## config.mk

```make
export PLATFORM = sky130hd
export DESIGN_NAME = hgc_mode_ctrl
export DESIGN_NICKNAME = d
export VERILOG_FILES = /design/src/rtl/hgc_pkg.sv /design/src/rtl/hgc_sync_edge.sv /design/src/rtl/hgc_mode_ctrl.sv
export SDC_FILE = /design/constraint.sdc
export NUM_CORES = 1
export LEC_CHECK = 0
export ABC_AREA = 0
export BUFFER_PORTS_ARGS = -buffer_cell sky130_fd_sc_hd__buf_2
export CORE_MARGIN = 8
export CORE_UTILIZATION = 50
export CTS_BUF_LIST = sky130_fd_sc_hd__clkbuf_2 sky130_fd_sc_hd__clkbuf_4 sky130_fd_sc_hd__clkbuf_8
export CTS_CLUSTER_SIZE = 40
export DETAILED_ROUTE_END_ITERATION = 7
export PLACE_DENSITY_LB_ADDON = 0.1
export SKIP_LAST_GASP = 1
export SLEW_MARGIN = 20
export SYNTH_ARGS = -nofsm -noshare
export SYNTH_HDL_FRONTEND = slang
export SYNTH_HIERARCHICAL = 1
export SYNTH_SLANG_ARGS = --single-unit
export TNS_END_PERCENT = 5
```

## constraint.sdc

```tcl
create_clock -name clk -period 2.42 [get_ports clk]
set_input_delay 0.363 -clock clk [delete_from_list [all_inputs] [get_ports clk]]
set_output_delay 0.363 -clock clk [all_outputs]
set_load 0.005 [all_outputs]
```

## src/rtl/hgc_pkg.sv

```systemverilog
// Shared definitions for the HGC mode/control front end: register offsets,
// control-register bit positions and the write-masking helper.
package hgc_pkg;

  localparam logic [3:0] OFS_CTRL     = 4'h8;
  localparam logic [3:0] OFS_LPEN_SET = 4'h9;
  localparam logic [3:0] OFS_STATUS   = 4'hA;
  localparam logic [3:0] OFS_LPEN_CLR = 4'hB;
  localparam logic [3:0] OFS_CFG      = 4'hF;

  localparam int unsigned BIT_GRPH_MODE = 1;
  localparam int unsigned BIT_VIDEO_EN  = 3;
  localparam int unsigned BIT_BLINK_EN  = 5;
  localparam int unsigned BIT_GRPH_PAGE = 7;

  localparam logic [7:0] CTRL_RESET_DEFAULT = 8'h28;

  // Graphics mode and page 1 are only reachable when the config switch allows them.
  function automatic logic [7:0] mask_ctrl(input logic [7:0] v, input logic [1:0] cfg);
    mask_ctrl = {v[7] & cfg[1], v[6:2], v[1] & cfg[0], v[0]};
  endfunction

endpackage

```

## src/rtl/hgc_sync_edge.sv

```systemverilog
// Synchroniser with edge detection. Edges are suppressed until the synced
// level has been seen at its idle (reset) value after reset release.
module hgc_sync_edge #(
  parameter int unsigned STAGES    = 2,
  parameter logic        RESET_VAL = 1'b0
) (
  input  logic clk,
  input  logic reset,
  input  logic din,
  output logic level,
  output logic rise,
  output logic fall
);

  logic lvl_vld;
  logic prev;
  logic armed;

  if (STAGES == 0) begin : g_direct
    assign level   = din;
    assign lvl_vld = 1'b1;
  end else begin : g_sync
    logic [STAGES-1:0] sreg;
    logic [STAGES-1:0] vreg;

    // vreg tracks which stages hold samples taken after reset release
    always_ff @(posedge clk or posedge reset) begin
      if (reset) begin
        sreg <= {STAGES{RESET_VAL}};
        vreg <= '0;
      end else begin
        sreg[0] <= din;
        vreg[0] <= 1'b1;
        for (int unsigned i = 1; i < STAGES; i++) begin
          sreg[i] <= sreg[i-1];
          vreg[i] <= vreg[i-1];
        end
      end
    end

    assign level   = sreg[STAGES-1];
    assign lvl_vld = vreg[STAGES-1];
  end

  always_ff @(posedge clk or posedge reset) begin
    if (reset) begin
      prev  <= RESET_VAL;
      armed <= 1'b0;
    end else begin
      prev  <= level;
      armed <= armed | (lvl_vld & (level == RESET_VAL));
    end
  end

  assign rise = armed & level & ~prev;
  assign fall = armed & ~level & prev;

endmodule

```

## src/rtl/hgc_mode_ctrl.sv

```systemverilog
// HGC register/control front end: ISA I/O decode, mode control with optional
// vblank-deferred apply, light-pen latch, status/CRTC read mux, frame blink.
module hgc_mode_ctrl
  import hgc_pkg::*;
#(
  parameter logic [15:0] IO_BASE_ADDR = 16'h3B0,
  parameter int unsigned SYNC_STAGES  = 2,
  parameter int unsigned MODE_DEFER   = 1,
  parameter int unsigned BLINK_FRAMES = 16,
  parameter logic [7:0]  CTRL_RESET   = CTRL_RESET_DEFAULT
) (
  input  logic        clk,
  input  logic        reset,
  input  logic [15:0] bus_a,
  input  logic        bus_aen,
  input  logic        bus_ior_l,
  input  logic        bus_iow_l,
  input  logic [7:0]  bus_d,
  output logic [7:0]  bus_out,
  output logic        bus_dir,
  input  logic        hercules_hw,
  output logic        crtc_cs,
  input  logic [7:0]  crtc_dout,
  input  logic        hsync_in,
  input  logic        vsync_in,
  input  logic        vblank_in,
  input  logic        video_in,
  input  logic [13:0] crtc_ma,
  input  logic        lpen_in,
  output logic [13:0] lpen_addr,
  output logic        lpen_flag,
  output logic [7:0]  ctrl_active,
  output logic        mode_pending,
  output logic        grph_mode,
  output logic        grph_page,
  output logic        video_enabled,
  output logic        blink_enabled,
  output logic        hsync,
  output logic        blink
);

  localparam int unsigned CW = (BLINK_FRAMES < 2) ? 1 : $clog2(BLINK_FRAMES + 1);
  localparam logic [CW-1:0] BLINK_LAST = CW'((BLINK_FRAMES == 0) ? 0 : BLINK_FRAMES - 1);

  logic iow_fall, lpen_rise, vsync_rise, vblank_rise;
  logic unused_ior_level, unused_ior_rise, unused_ior_fall;
  logic unused_iow_level, unused_iow_rise;
  logic unused_lpen_level, unused_lpen_fall;
  logic unused_vs_level, unused_vs_fall, unused_vb_level, unused_vb_fall;

  hgc_sync_edge #(.STAGES(SYNC_STAGES), .RESET_VAL(1'b1)) u_ior (
    .clk(clk), .reset(reset), .din(bus_ior_l),
    .level(unused_ior_level), .rise(unused_ior_rise), .fall(unused_ior_fall)
  );
  hgc_sync_edge #(.STAGES(SYNC_STAGES), .RESET_VAL(1'b1)) u_iow (
    .clk(clk), .reset(reset), .din(bus_iow_l),
    .level(unused_iow_level), .rise(unused_iow_rise), .fall(iow_fall)
  );
  hgc_sync_edge #(.STAGES(SYNC_STAGES), .RESET_VAL(1'b0)) u_lpen (
    .clk(clk), .reset(reset), .din(lpen_in),
    .level(unused_lpen_level), .rise(lpen_rise), .fall(unused_lpen_fall)
  );
  // vsync/vblank are already clk-synchronous: edge detect only
  hgc_sync_edge #(.STAGES(0), .RESET_VAL(1'b0)) u_vsync (
    .clk(clk), .reset(reset), .din(vsync_in),
    .level(unused_vs_level), .rise(vsync_rise), .fall(unused_vs_fall)
  );
  hgc_sync_edge #(.STAGES(0), .RESET_VAL(1'b0)) u_vblank (
    .clk(clk), .reset(reset), .din(vblank_in),
    .level(unused_vb_level), .rise(vblank_rise), .fall(unused_vb_fall)
  );

  logic       card_sel, io_block, status_cs;
  logic       wr_ctrl, wr_lpen_set, wr_lpen_clr, wr_cfg;
  logic [1:0] cfg;
  logic [7:0] pending;
  logic [7:0] ctrl_masked;
  logic [CW-1:0] blink_cnt;

  assign card_sel  = hercules_hw & ~bus_aen;
  assign io_block  = card_sel & (bus_a[15:4] == IO_BASE_ADDR[15:4]);
  assign crtc_cs   = card_sel & (bus_a[15:3] == IO_BASE_ADDR[15:3]);
  assign status_cs = io_block & (bus_a[3:0] == OFS_STATUS);

  assign wr_ctrl     = iow_fall & io_block & (bus_a[3:0] == OFS_CTRL);
  assign wr_lpen_set = iow_fall & io_block & (bus_a[3:0] == OFS_LPEN_SET);
  assign wr_lpen_clr = iow_fall & io_block & (bus_a[3:0] == OFS_LPEN_CLR);
  assign wr_cfg      = iow_fall & io_block & (bus_a[3:0] == OFS_CFG);
  assign ctrl_masked = mask_ctrl(bus_d, cfg);

  always_comb begin
    bus_out = '0;
    if (!bus_ior_l) begin
      if (status_cs)
        bus_out = {~vsync_in, 3'b111, video_in, 1'b0, lpen_flag, hsync_in};
      else if (crtc_cs && bus_a[0])
        bus_out = crtc_dout;
    end
  end
  assign bus_dir = (crtc_cs | status_cs) & ~bus_ior_l;

  always_ff @(posedge clk or posedge reset) begin
    if (reset) begin
      ctrl_active  <= CTRL_RESET;
      pending      <= CTRL_RESET;
      mode_pending <= 1'b0;
      cfg          <= 2'b00;
      lpen_flag    <= 1'b0;
      lpen_addr    <= '0;
      blink        <= 1'b1;
      blink_cnt    <= '0;
    end else begin
      // A write coinciding with the vblank edge bypasses staging entirely.
      if (wr_ctrl) begin
        pending <= ctrl_masked;
        if (MODE_DEFER == 0 || vblank_rise) begin
          ctrl_active  <= ctrl_masked;
          mode_pending <= 1'b0;
        end else begin
          mode_pending <= 1'b1;
        end
      end else if (MODE_DEFER != 0 && vblank_rise && mode_pending) begin
        ctrl_active  <= pending;
        mode_pending <= 1'b0;
      end

      if (wr_cfg)
        cfg <= bus_d[1:0];

      if (wr_lpen_clr) begin
        lpen_flag <= 1'b0;
      end else if (wr_lpen_set || (lpen_rise && !lpen_flag)) begin
        lpen_flag <= 1'b1;
        lpen_addr <= crtc_ma;
      end

      if (vsync_rise && BLINK_FRAMES != 0) begin
        if (blink_cnt == BLINK_LAST) begin
          blink_cnt <= '0;
          blink     <= ~blink;
        end else begin
          blink_cnt <= blink_cnt + CW'(1);
        end
      end
    end
  end

  assign grph_mode     = ctrl_active[BIT_GRPH_MODE];
  assign grph_page     = ctrl_active[BIT_GRPH_PAGE];
  assign video_enabled = ctrl_active[BIT_VIDEO_EN];
  assign blink_enabled = ctrl_active[BIT_BLINK_EN];
  assign hsync         = hsync_in & video_enabled;

endmodule

```

; ---- Word-level counts from Yosys, hierarchy flattened
; Index checks and enable logic that the tools add are counted.
; W data, S select, Z words.
[totals]
ff_bits = 56
latch_bits = 0
ram_bits = 0
rom_bits = 0
inputBits = 57
out_inout_bits = 40
wordCells = 91
n_memories = 0
[op_classes]
add_sub_neg = 1
n_mul = 0
n_div = 0
n_lt_le_gt_ge = 0
n_eq_ne = 9
n_shift = 0
mux = 12
bitwise = 39
n_reduce_logical = 10
[op_table]
columns = operator, n
row1 = $mux W8, 6
row2 = $and A1 B1 Y1, 23
row3 = $eq A4 B4 Y1 const B, 5
row4 = $eq A13 B7 Y1 const B, 1
row5 = $eq A12 B6 Y1 const B, 1
row6 = $not A1 Y1, 11
row7 = $reduce_and A2 Y1, 3
row8 = $add A5 B1 Y5 const B, 1
row9 = $eq A5 B4 Y1 const B, 1
row10 = $mux W1, 5
row11 = $mux W5, 1
row12 = $or A1 B1 Y1, 5
row13 = $reduce_bool A2 Y1, 2
row14 = $logic_and A1 B1 Y1, 3
row15 = $ne A2 B1 Y1 const B, 1
row16 = $logic_not A1 Y1, 1
row17 = $logic_or A1 B1 Y1, 1

; ---- Logic depth before layout (Yosys ltp)
; Gate-level depths: netlist (run 1).
[depth]
ltp_word = 8
mapped_depth = 8
ltp_nobuf = 6

; ---- By module
; The synthesis (run 1) kept the hierarchy.
[by_module_without_submodules]
columns = mod, n_inst, cells_each, area_per_inst_um2, seq_area_each_um2
row1 = hgc_mode_ctrl, 1, 157, 1981.9, 1007.2
row2 = hgc_sync_edge at u_iow, 1, 11, 188.9, 153.9
row3 = hgc_sync_edge at u_lpen, 1, 13, 182.7, 150.1
row4 = hgc_sync_edge at u_vblank ..., 2, 7, 86.3, 50.0

; ---- Least setup slack after synthesis (run 1)
; No wires, ideal clock.
[synth_timing]
path_type = register to register
start = register u_iow.prev
end = register lpen_addr[0]
setup_time_ps = 125
t_arrival_ps = 1906
t_required_ps = 2295
slack_ps = 389
stages_incl_launch_ff = 9
path_cell_list = dfstp_2 > and3b_1 > and4bb_1 > and4_1 > buf_6 > a21oi_4 > a31oi_4 > buf_12 > mux2_4
[synth_via]
elab_chain_len = 5
elab_cells_between_ends = 7
classes_between = bitwise: 5 / reduce/logical: 2
[synth_lines]
columns = element, line
row1 = "start, declared", hgc_sync_edge.sv:16  ; logic prev;
row2 = "start signal, assigned", hgc_sync_edge.sv:50  ; prev <= level;
row3 = $and A1 B1 Y1 (*), hgc_sync_edge.sv:56  ; assign fall = armed & ~level & prev;
row4 = named net iow_fall, hgc_mode_ctrl.sv:45  ; logic iow_fall, lpen_rise, vsync_rise, vblank_rise;
row5 = $and A1 B1 Y1 (*), "hgc_mode_ctrl.sv:86, hgc_mode_ctrl.sv:87"
row6 = "$and A1 B1 Y1, on equally long branches", "hgc_mode_ctrl.sv:86, hgc_mode_ctrl.sv:87"
row7 = $logic_or A1 B1 Y1 / $not A1 Y1 (equally long branches), -
row8 = $reduce_and A2 Y1 (no source line) (*), -
row9 = "end signal, assigned", hgc_mode_ctrl.sv:134  ; lpen_addr <= crtc_ma;
row10 = "end, declared", hgc_mode_ctrl.sv:30  ; output logic [13:0] lpen_addr,
; Mark *: on every way through the listed nets, which the timed path passes. The rest lies on a longest branch.
; A chain may end at the register's enable or synchronous reset.

; ---- Worst setup path in the final report (run 1)
[layout_timing]
start = register u_iow.prev
end = register lpen_addr[5]
; The elaborated chain is that of the path after synthesis.

==> metrics.cfg, run 1 <==
[detailed_routing]
viasPerCell=5.039
drt-wirelength-per-cell_um=15.26
dr.pass1.iters=4
ant_nets=0
drtIter0Drc=77
routed_wirelength_um=5432
dr_total_vias=1794
drc=0

[placement]
portBuffers=96
gp_congestion=0.7896
dp.cells=347
hpwl_um=4270
place_ws_ns=0.1346
place_area_um2=3008

[grt]
grt_overflow=0
grt_max_degree=25
first_global_vias=1940
grtUsageTotal_pct=15.07
antenna_found_initial=0
grt_first_pass_wirelength_um=9045

[cells_and_area]
fillCellCount=390
layout.nets=346
layout_commonest_cell=buf_2
syn_to_final_growth_pct=27.37
stdcell_area_um2=3156
diodes=0
drive_above_1_share_pct=52.94
final_cell_mix=buf_2 (96), dfrtp_1 (48), mux2_2 (13), inv_1 (11), mux2_4 (10)
fin_cells=356

[floorplan]
rows=25
core_area_um2=4755
die_h_um=86.39
ios=97
start_util_pct=52.11
die_w_um=86.39
die_area_um2=7463

[setup_path]
r2r_slack_ns=0.15
arrival_ns=2.47
cp-start-kind=flop
rr_startpoint=u_iow/prev$_DFF_PP1_
r2r_end=lpen_addr[5]$_DFFE_PP0P_
crit_path_end_kind=flop
reg2reg_depth=7
required_ns=2.62
critPathKind=flop to flop
worst-path-max-fanout=10

[cts]
root_buffer=clkbuf_8
cts_buffers=5
cts.sinks=56
post_cts_buffers=0
clkTransAtPathRegs_ns=0.10
clk_latency_ns=0.32
htreeDepth=2
clk_path_buf_depth=2
ctsResizeCount=0
cts_tree=yes

[sta]
maxSlewViolCount=0
fin_crit_ns=2.274
worstMarginPinSlew_ns=0.7256
fin_crit_sh_pct=93.95
setup_violations=0
fin_worst_skew_ns=0.01776
relSlewSlack_pct=51.57
rsz0062_at_grt=false
finalHoldViolations=0
layout_setup_ws_ns=0.1464
clock.fmax_mhz=439.8
tns_ns=0

[hold_path]
holdCritPathClass=input pin to flop
hp-start=bus_iow_l
whs_path_depth=1
min_to=u_iow/g_sync.sreg[0]$_DFF_PP1_

[power_and_ir_drop]
p_leak_nw=1.662
peakVddDrop_v=0.0004046
power.total_w=0.002075
p_per_area_nw_per_um2=657.7

[synthesis]
synth_nets=247
syn-cell-area_um2=2477
syn_area_per_cell_um2=13.11
netlist_instances=189
synth_warnings=6

[status]
outcome=completed

[flow_run]
maxCapViolCount=0

## metrics by stage
stage / utilization (%) / hold WS (ns)
detailed placement: 63.26 / 0.2672
CTS: 66.37 / 0.1394
global route: 66.37 / 0.1403
global placement: 63.26 / 0.2596
finish: 66.37 / 0.1526
floorplan: - / 0.1042
## layer usage
layer  track usage, %  wire, µm  vias up
li1                 -         -      859
met1            18.61      2348      874
met2            24.65      2673       55
met3            5.009       360        6
met4            3.756        51        0
met5                0         0        -
## state kept, by name, summed over array words and instances (netlist names), 2 cells and up
| signal | cells |
|---|---|
| pending | 8 |
| u_lpen/g_sync.vreg | 2 |
| u_iow/g_sync.sreg | 2 |
| lpen_addr | 14 |
| u_lpen/g_sync.sreg | 2 |
| blink_cnt | 5 |
| u_iow/g_sync.vreg | 2 |
| cfg | 2 |
| ctrl_active | 8 |
## final cells by class
type	count	area [µm²]	area share, %
clock buffers	5	68.82	2.181
clock inverters	3	68.82	2.181
inverters	11	41.29	1.308
multi-input cells	113	948.4	30.06
flip-flops and latches	56	1411	44.73
well taps	67	83.83	2.657
repair buffers	101	533.0	16.89
## worst max-delay path: stages, from the launching register on
cell and delay, ns:
dfstp_2 0.52, and3b_1 0.18, and4bb_1 0.20, and4_1 0.35, a21oi_4 0.09, a31oi_4 0.24
buf_4 0.27, mux2_4 0.32
## how the worst max path moves through the flow
stage / startpoint / end / slack [ns] / depth (start not counted)
floorplan: u_iow/prev$_DFF_PP1_ / lpen_addr[0]$_DFFE_PP0P_ / 0.40 / 8
global placement: u_iow/prev$_DFF_PP1_ / lpen_addr[2]$_DFFE_PP0P_ / 0.22 / 7
detailed placement: u_iow/prev$_DFF_PP1_ / lpen_addr[11]$_DFFE_PP0P_ / 0.13 / 7
CTS: u_iow/prev$_DFF_PP1_ / lpen_addr[5]$_DFFE_PP0P_ / 0.12 / 7
global route: u_iow/prev$_DFF_PP1_ / lpen_addr[5]$_DFFE_PP0P_ / 0.02 / 7
finish: u_iow/prev$_DFF_PP1_ / lpen_addr[5]$_DFFE_PP0P_ / 0.15 / 7
## report_power, final
part | internal [W] | total (W) | switching (W)
Combinational | 0.000145 | 0.000260 | 0.000115
Clock | 0.000417 | 0.000723 | 0.000306
Sequential | 0.00103 | 0.00109 | 0.0000622
Total | 0.00159 | 0.00208 | 0.000483
## repair_timing
item	in CTS	in global routing
setup endpoints to repair	0	0
hold buffers	1	0
hold endpoints to repair	13	0
(Power assumes the default switching activity.)
==> run 2, diff against run 1 <==
--- a/config.mk
+++ b/config.mk
@@ -8,8 +8,7 @@
 export ABC_AREA = 0
 export BUFFER_PORTS_ARGS = -buffer_cell sky130_fd_sc_hd__buf_2
 export CORE_MARGIN = 8
-export CORE_UTILIZATION = 50
-export CTS_BUF_LIST = sky130_fd_sc_hd__clkbuf_2 sky130_fd_sc_hd__clkbuf_4 sky130_fd_sc_hd__clkbuf_8
+export CORE_UTILIZATION = 49
 export CTS_CLUSTER_SIZE = 40
 export DETAILED_ROUTE_END_ITERATION = 7
 export PLACE_DENSITY_LB_ADDON = 0.1
==> run 2 against run 1 <==
Total power up 4.1%. Via count down 1.3%. Sequential power about the same. Hold slack worse by 0.0084 ns. Clock-buffer cell count unchanged. Maximum frequency up 4.5%. First-iteration DRC count up 30%. Core utilization down 2.3 points. Largest cell class unchanged. Critical path depth unchanged. Critical path type unchanged. Cell area up 1.0%. Register-to-register slack better by 0.098 ns. Die area up 1.7%. Highest routed layer unchanged.
==> metrics.cfg, run 2 (synthesized netlist as in run 1, its figures left out) <==
[status]
outcome=completed

[placement]
hpwl_um=4099
place_ws_ns=0.2381
dp.cells=351
gp_congestion=0.7448
portBuffers=96

[grt]
grtUsageTotal_pct=14.34
first_global_vias=1822
grt_max_degree=41
grt_overflow=0
grt_first_pass_wirelength_um=8576
antenna_found_initial=0

[sta]
setup_violations=0
rsz0062_at_grt=false
clock.fmax_mhz=459.5
layout_setup_ws_ns=0.2439
fin_crit_ns=2.176
maxSlewViolCount=0
fin_worst_skew_ns=0.005698
fin_crit_sh_pct=89.92
finalHoldViolations=0
tns_ns=0

[setup_path]
required_ns=2.62
cp_slowest_cell=dfstp_2
arrival_ns=2.37
critPathKind=flop to flop
crit_path_max_incr_delay_ns=0.53
crit_path_end_kind=flop
path_cells=and3b_1 -> and4bb_1 -> and4_1 -> a21oi_4 -> a31oi_4 -> buf_12 -> mux2_2
cp-start-kind=flop
worst-path-max-fanout=14

[cts]
htreeDepth=2
cts.sinks=56
root_buffer=clkbuf_8
cts_buffers=5
clk_latency_ns=0.31
cts_tree=yes
post_cts_buffers=0
clk_path_buf_depth=2
clkTransAtPathRegs_ns=0.09

[power_and_ir_drop]
p_seq_share_pct=50.7
p_per_area_nw_per_um2=677.7
swShare_pct=21.79
p_leak_nw=1.673
power.total_w=0.002161
p_clk_share_pct=37.5
netSwitchingPower_w=0.0004708
p_int_w=0.001690
p_comb_share_pct=11.8
peakVddDrop_v=0.0005158

[detailed_routing]
dr_total_vias=1770
dr.pass1.iters=4
routed_wirelength_um=5241
drtIter0Drc=100
drt-wirelength-per-cell_um=14.56
ant_nets=0
viasPerCell=4.917
drc=0

[cells_and_area]
largest_register=lpen_addr
layout_commonest_cell=buf_2
largestRegisters=lpen_addr x14, ctrl_active x8, pending x8
final_cell_mix=buf_2 (96), dfrtp_1 (48), mux2_2 (13), inv_1 (11), mux2_4 (10)
seq_area_um2=1411
fin_cells=360
syn_to_final_growth_pct=28.69
diodes=0
drive_above_1_share_pct=53.10
layout.nets=347
largest_reg_flops=14
multi_input_area_um2=948.4
fillCellCount=414

[flow_run]
maxCapViolCount=0

[floorplan]
ios=97
start_util_pct=49.77
core_area_um2=4977
die_area_um2=7587
rows=26
die_w_um=87.11
die_h_um=87.11

[hold_path]
holdCritPathClass=input pin to flop

run 2: worst paths after layout:
path,start,to,slack [ns],depth (start not counted)
setup / recovery,u_iow/prev$_DFF_PP1_,lpen_addr[9]$_DFFE_PP0P_,0.24,7
hold / removal,bus_iow_l,u_iow/g_sync.sreg[0]$_DFF_PP1_,0.14,1
setup reg to reg,u_iow/prev$_DFF_PP1_,lpen_addr[9]$_DFFE_PP0P_,0.24,7
hold reg to reg,u_iow/g_sync.vreg[0]$_DFF_PP0_,u_iow/g_sync.vreg[1]$_DFF_PP0_,0.35,0
max in group asynchronous,reset,blink$_DFFE_PP1P_,1.31,4
min in group asynchronous,reset,u_vsync/prev$_DFF_PP0_,0.48,3
run 2: area by class of cell:
| cell class | count | share of cell area (%) |
|---|---|---|
| Clock inverter | 3 | 2.826 |
| Timing Repair Buffer | 102 | 16.95 |
| Multi-Input combinational cell | 113 | 29.75 |
| Inverter | 11 | 1.295 |
| Sequential cell | 56 | 44.27 |
| Tap cell | 70 | 2.747 |
| Clock buffer | 5 | 2.159 |
run 2: timing repair:
action	4_1_cts	5_1_grt
resized for setup	0	0
endpoints found under the hold margin	13	0
hold buffers	1	0
run 2: per-layer routing:
metal	part of all wire (%)	GRT usage [%]
met1	44	16.82
met2	45	22.97
met3	9.5	5.283
met5	0	0
met4	1.5	6.250
run 2: power groups by stage:
stage          sequential [W]  combinational, W  clock (W)
6_report              0.00109          0.000256   0.000810
5_1_grt               0.00111          0.000288   0.000866
4_1_cts               0.00110          0.000260   0.000829
3_5_place_dp          0.00111          0.000259          0
3_3_place_gp          0.00111          0.000254          0
2_1_floorplan         0.00111          0.000139          0
run 2: critical path: cells and delay by family, from the launching register on:
| family | cells | cell delay, ns |
|---|---|---|
| DFF | 1 | 0.53 |
| buffers and inverters | 1 | 0.18 |
| and+or+nand+nor | 3 | 0.76 |
| muxes | 1 | 0.34 |
| AOI/OAI and AO/OA | 2 | 0.26 |
run 2: through the flow:
stage,utilization [%],instance area (µm²),hold WS [ns]
2_1_floorplan,-,2477,0.1042
3_3_place_gp,60.66,3019,0.2601
3_5_place_dp,60.66,3019,0.2593
4_1_cts,64.05,3188,0.1317
5_1_grt,64.05,3188,0.1231
6_report,64.05,3188,0.1442
==> run 3, diff against run 2 <==
--- a/config.mk
+++ b/config.mk
@@ -5,10 +5,10 @@
 export SDC_FILE = /design/constraint.sdc
 export NUM_CORES = 1
 export LEC_CHECK = 0
-export ABC_AREA = 0
+export ABC_AREA = 1
 export BUFFER_PORTS_ARGS = -buffer_cell sky130_fd_sc_hd__buf_2
 export CORE_MARGIN = 8
-export CORE_UTILIZATION = 49
+export CORE_UTILIZATION = 50
 export CTS_CLUSTER_SIZE = 40
 export DETAILED_ROUTE_END_ITERATION = 7
 export PLACE_DENSITY_LB_ADDON = 0.1
==> run 3 against run 2 <==
Combinational power fell by 18%. Clock-buffer cell count rose by 2. Clock skew rose by 0.0040 ns. Core utilization fell by 1.6 points. Register-to-register slack improved by 0.48 ns. Largest cell class unchanged. Highest routed layer unchanged.
==> metrics.cfg, run 3 <==
[sta]
fin_crit_sh_pct=83.62
rsz0062_at_grt=false
fin_worst_skew_ns=0.009706
layout_setup_ws_ns=0.3965
tns_ns=0
finalHoldViolations=0
clock.fmax_mhz=494.2
fin_crit_ns=2.024
setup_violations=0
maxSlewViolCount=0

[placement]
place_ws_ns=0.3865
hpwl_um=4783
gp_congestion=0.7784
dp.cells=489
portBuffers=96

[detailed_routing]
routed_wirelength_um=6147
dr_total_vias=2276
dr.pass1.iters=5
drt-wirelength-per-cell_um=12.34
drtIter0Drc=60
drc=0
viasPerCell=4.570
ant_nets=0

[cells_and_area]
drive_above_1_share_pct=34.04
seq_area_um2=1411
largest_reg_flops=14
syn_to_final_growth_pct=23.12
layout_commonest_cell=nand2_1
layout.nets=483
multi_input_area_um2=1089
fillCellCount=500
largestRegisters=lpen_addr x14, ctrl_active x8, pending x8
diodes=0
final_cell_mix=nand2_1 (112), buf_2 (96), dfrtp_1 (48), inv_1 (45), nor2_1 (20)
fin_cells=498
largest_register=lpen_addr

[floorplan]
die_h_um=90.08
start_util_pct=50.76
die_w_um=90.08
core_area_um2=5405
rows=27
die_area_um2=8114
ios=97

[power_and_ir_drop]
power.total_w=0.001841
peakVddDrop_v=0.0004634
p_per_area_nw_per_um2=544.9
p_leak_nw=1.980

[setup_path]
cp-start-kind=input pin
required_ns=2.06
path_buf_inv=4
crit_path_end_kind=output pin
cp_slowest_cell=nor2_4
arrival_ns=1.66
path_cells=buf_2 -> nor2_2 -> nand2_1 -> inv_1 -> nand2_1 -> nor2_4 -> nand2_2 -> nor3_2 -> inv_2 -> o21ai_1 -> buf_2
worst-path-max-fanout=9
cp_top_family=simple AND/OR/NAND/NOR gates
crit_path_max_incr_delay_ns=0.21
critPathKind=input pin to output pin

[cts]
ctsResizeCount=0
root_buffer=clkbuf_8
cts.sinks=56
cts_buffers=5
clkTransAtPathRegs_ns=0.09
htreeDepth=2
clk_path_buf_depth=2
cts_tree=yes
clk_latency_ns=0.30

[grt]
grt_overflow=0
antenna_found_initial=0
grtUsageTotal_pct=15.41
grt_max_degree=41
grt_first_pass_wirelength_um=10480
first_global_vias=2330

[hold_path]
holdCritPathClass=input pin to flop

[synthesis]
synth_nets=385
syn_area_per_cell_um2=8.391
synth_warnings=6
syn-cell-area_um2=2744
netlist_instances=327

[status]
outcome=completed

[flow_run]
maxCapViolCount=0

## run 3: cell types whose count changed in the layout (fill, tap and decap cells not counted), sizes merged, moves of 6 or more
cell,change
nand2,+117
inv,+36
mux2,-23
nor2,+22
nand3,+16
nand4,+12
a2bb2oi,-8
a21o,-6
o22ai,-6
## run 3: metal layers
metal | vias to the layer above | global-route usage (%) | wire [µm]
li1 | 1191 | - | -
met3 | 6 | 4.489 | 312
met4 | 0 | 4.716 | 76
met1 | 1027 | 17.29 | 2647
met2 | 52 | 27.42 | 3111
met5 | - | 0 | 0
## run 3: where the power goes
part,switching [W],leakage [nW],internal (W)
Clock,0.000283,0.0524,0.000310
Sequential,0.0000383,0.656,0.00100
Combinational,0.000116,1.27,0.0000933
Total,0.000438,1.98,0.00140
## run 3: per-stage QoR
step	hold WS [ns]	utilization, %	instance area, µm²
floorplan	0.1042	-	2744
global placement	0.2522	60.35	3262
detailed placement	0.2592	60.35	3262
CTS	0.1559	62.50	3378
global route	0.1411	62.50	3378
finish	0.1640	62.50	3378
## run 3: final cells by class
cell class,instances,share of cell area (%)
clock buffers,7,2.259
clock inverters,1,0.8889
inverters,47,5.222
multi-input cells,216,32.22
flip-flops and latches,56,41.78
well taps,72,2.667
repair buffers,99,14.96
## run 3: worst reg2reg max path, delay by kind of cell (launching register included)
| kind | cells | cell delay (ns) |
|---|---|---|
| simple gates | 6 | 0.88 |
| buf+inv | 1 | 0.23 |
| flops | 1 | 0.52 |
## run 3: timing repair
| action | 4_1_cts | 5_1_grt |
|---|---|---|
| hold buffers | 1 | 0 |
| hold endpoints to repair | 7 | 0 |
| setup buffers | 0 | 0 |
## run 3: final timing paths
check,from,end,slack [ns],depth (start not counted)
min,bus_iow_l,u_iow/g_sync.sreg[0]$_DFF_PP1_,0.16,1
min reg2reg,u_lpen/g_sync.sreg[0]$_DFF_PP0_,u_lpen/g_sync.sreg[1]$_DFF_PP0_,0.35,0
max reg2reg,u_iow/prev$_DFF_PP1_,lpen_addr[6]$_DFFE_PP0P_,0.72,7
min in group asynchronous,reset,u_vsync/armed$_DFF_PP0_,0.49,3
max,bus_a[13],bus_out[4],0.40,11
max in group asynchronous,reset,blink$_DFFE_PP1P_,1.30,4
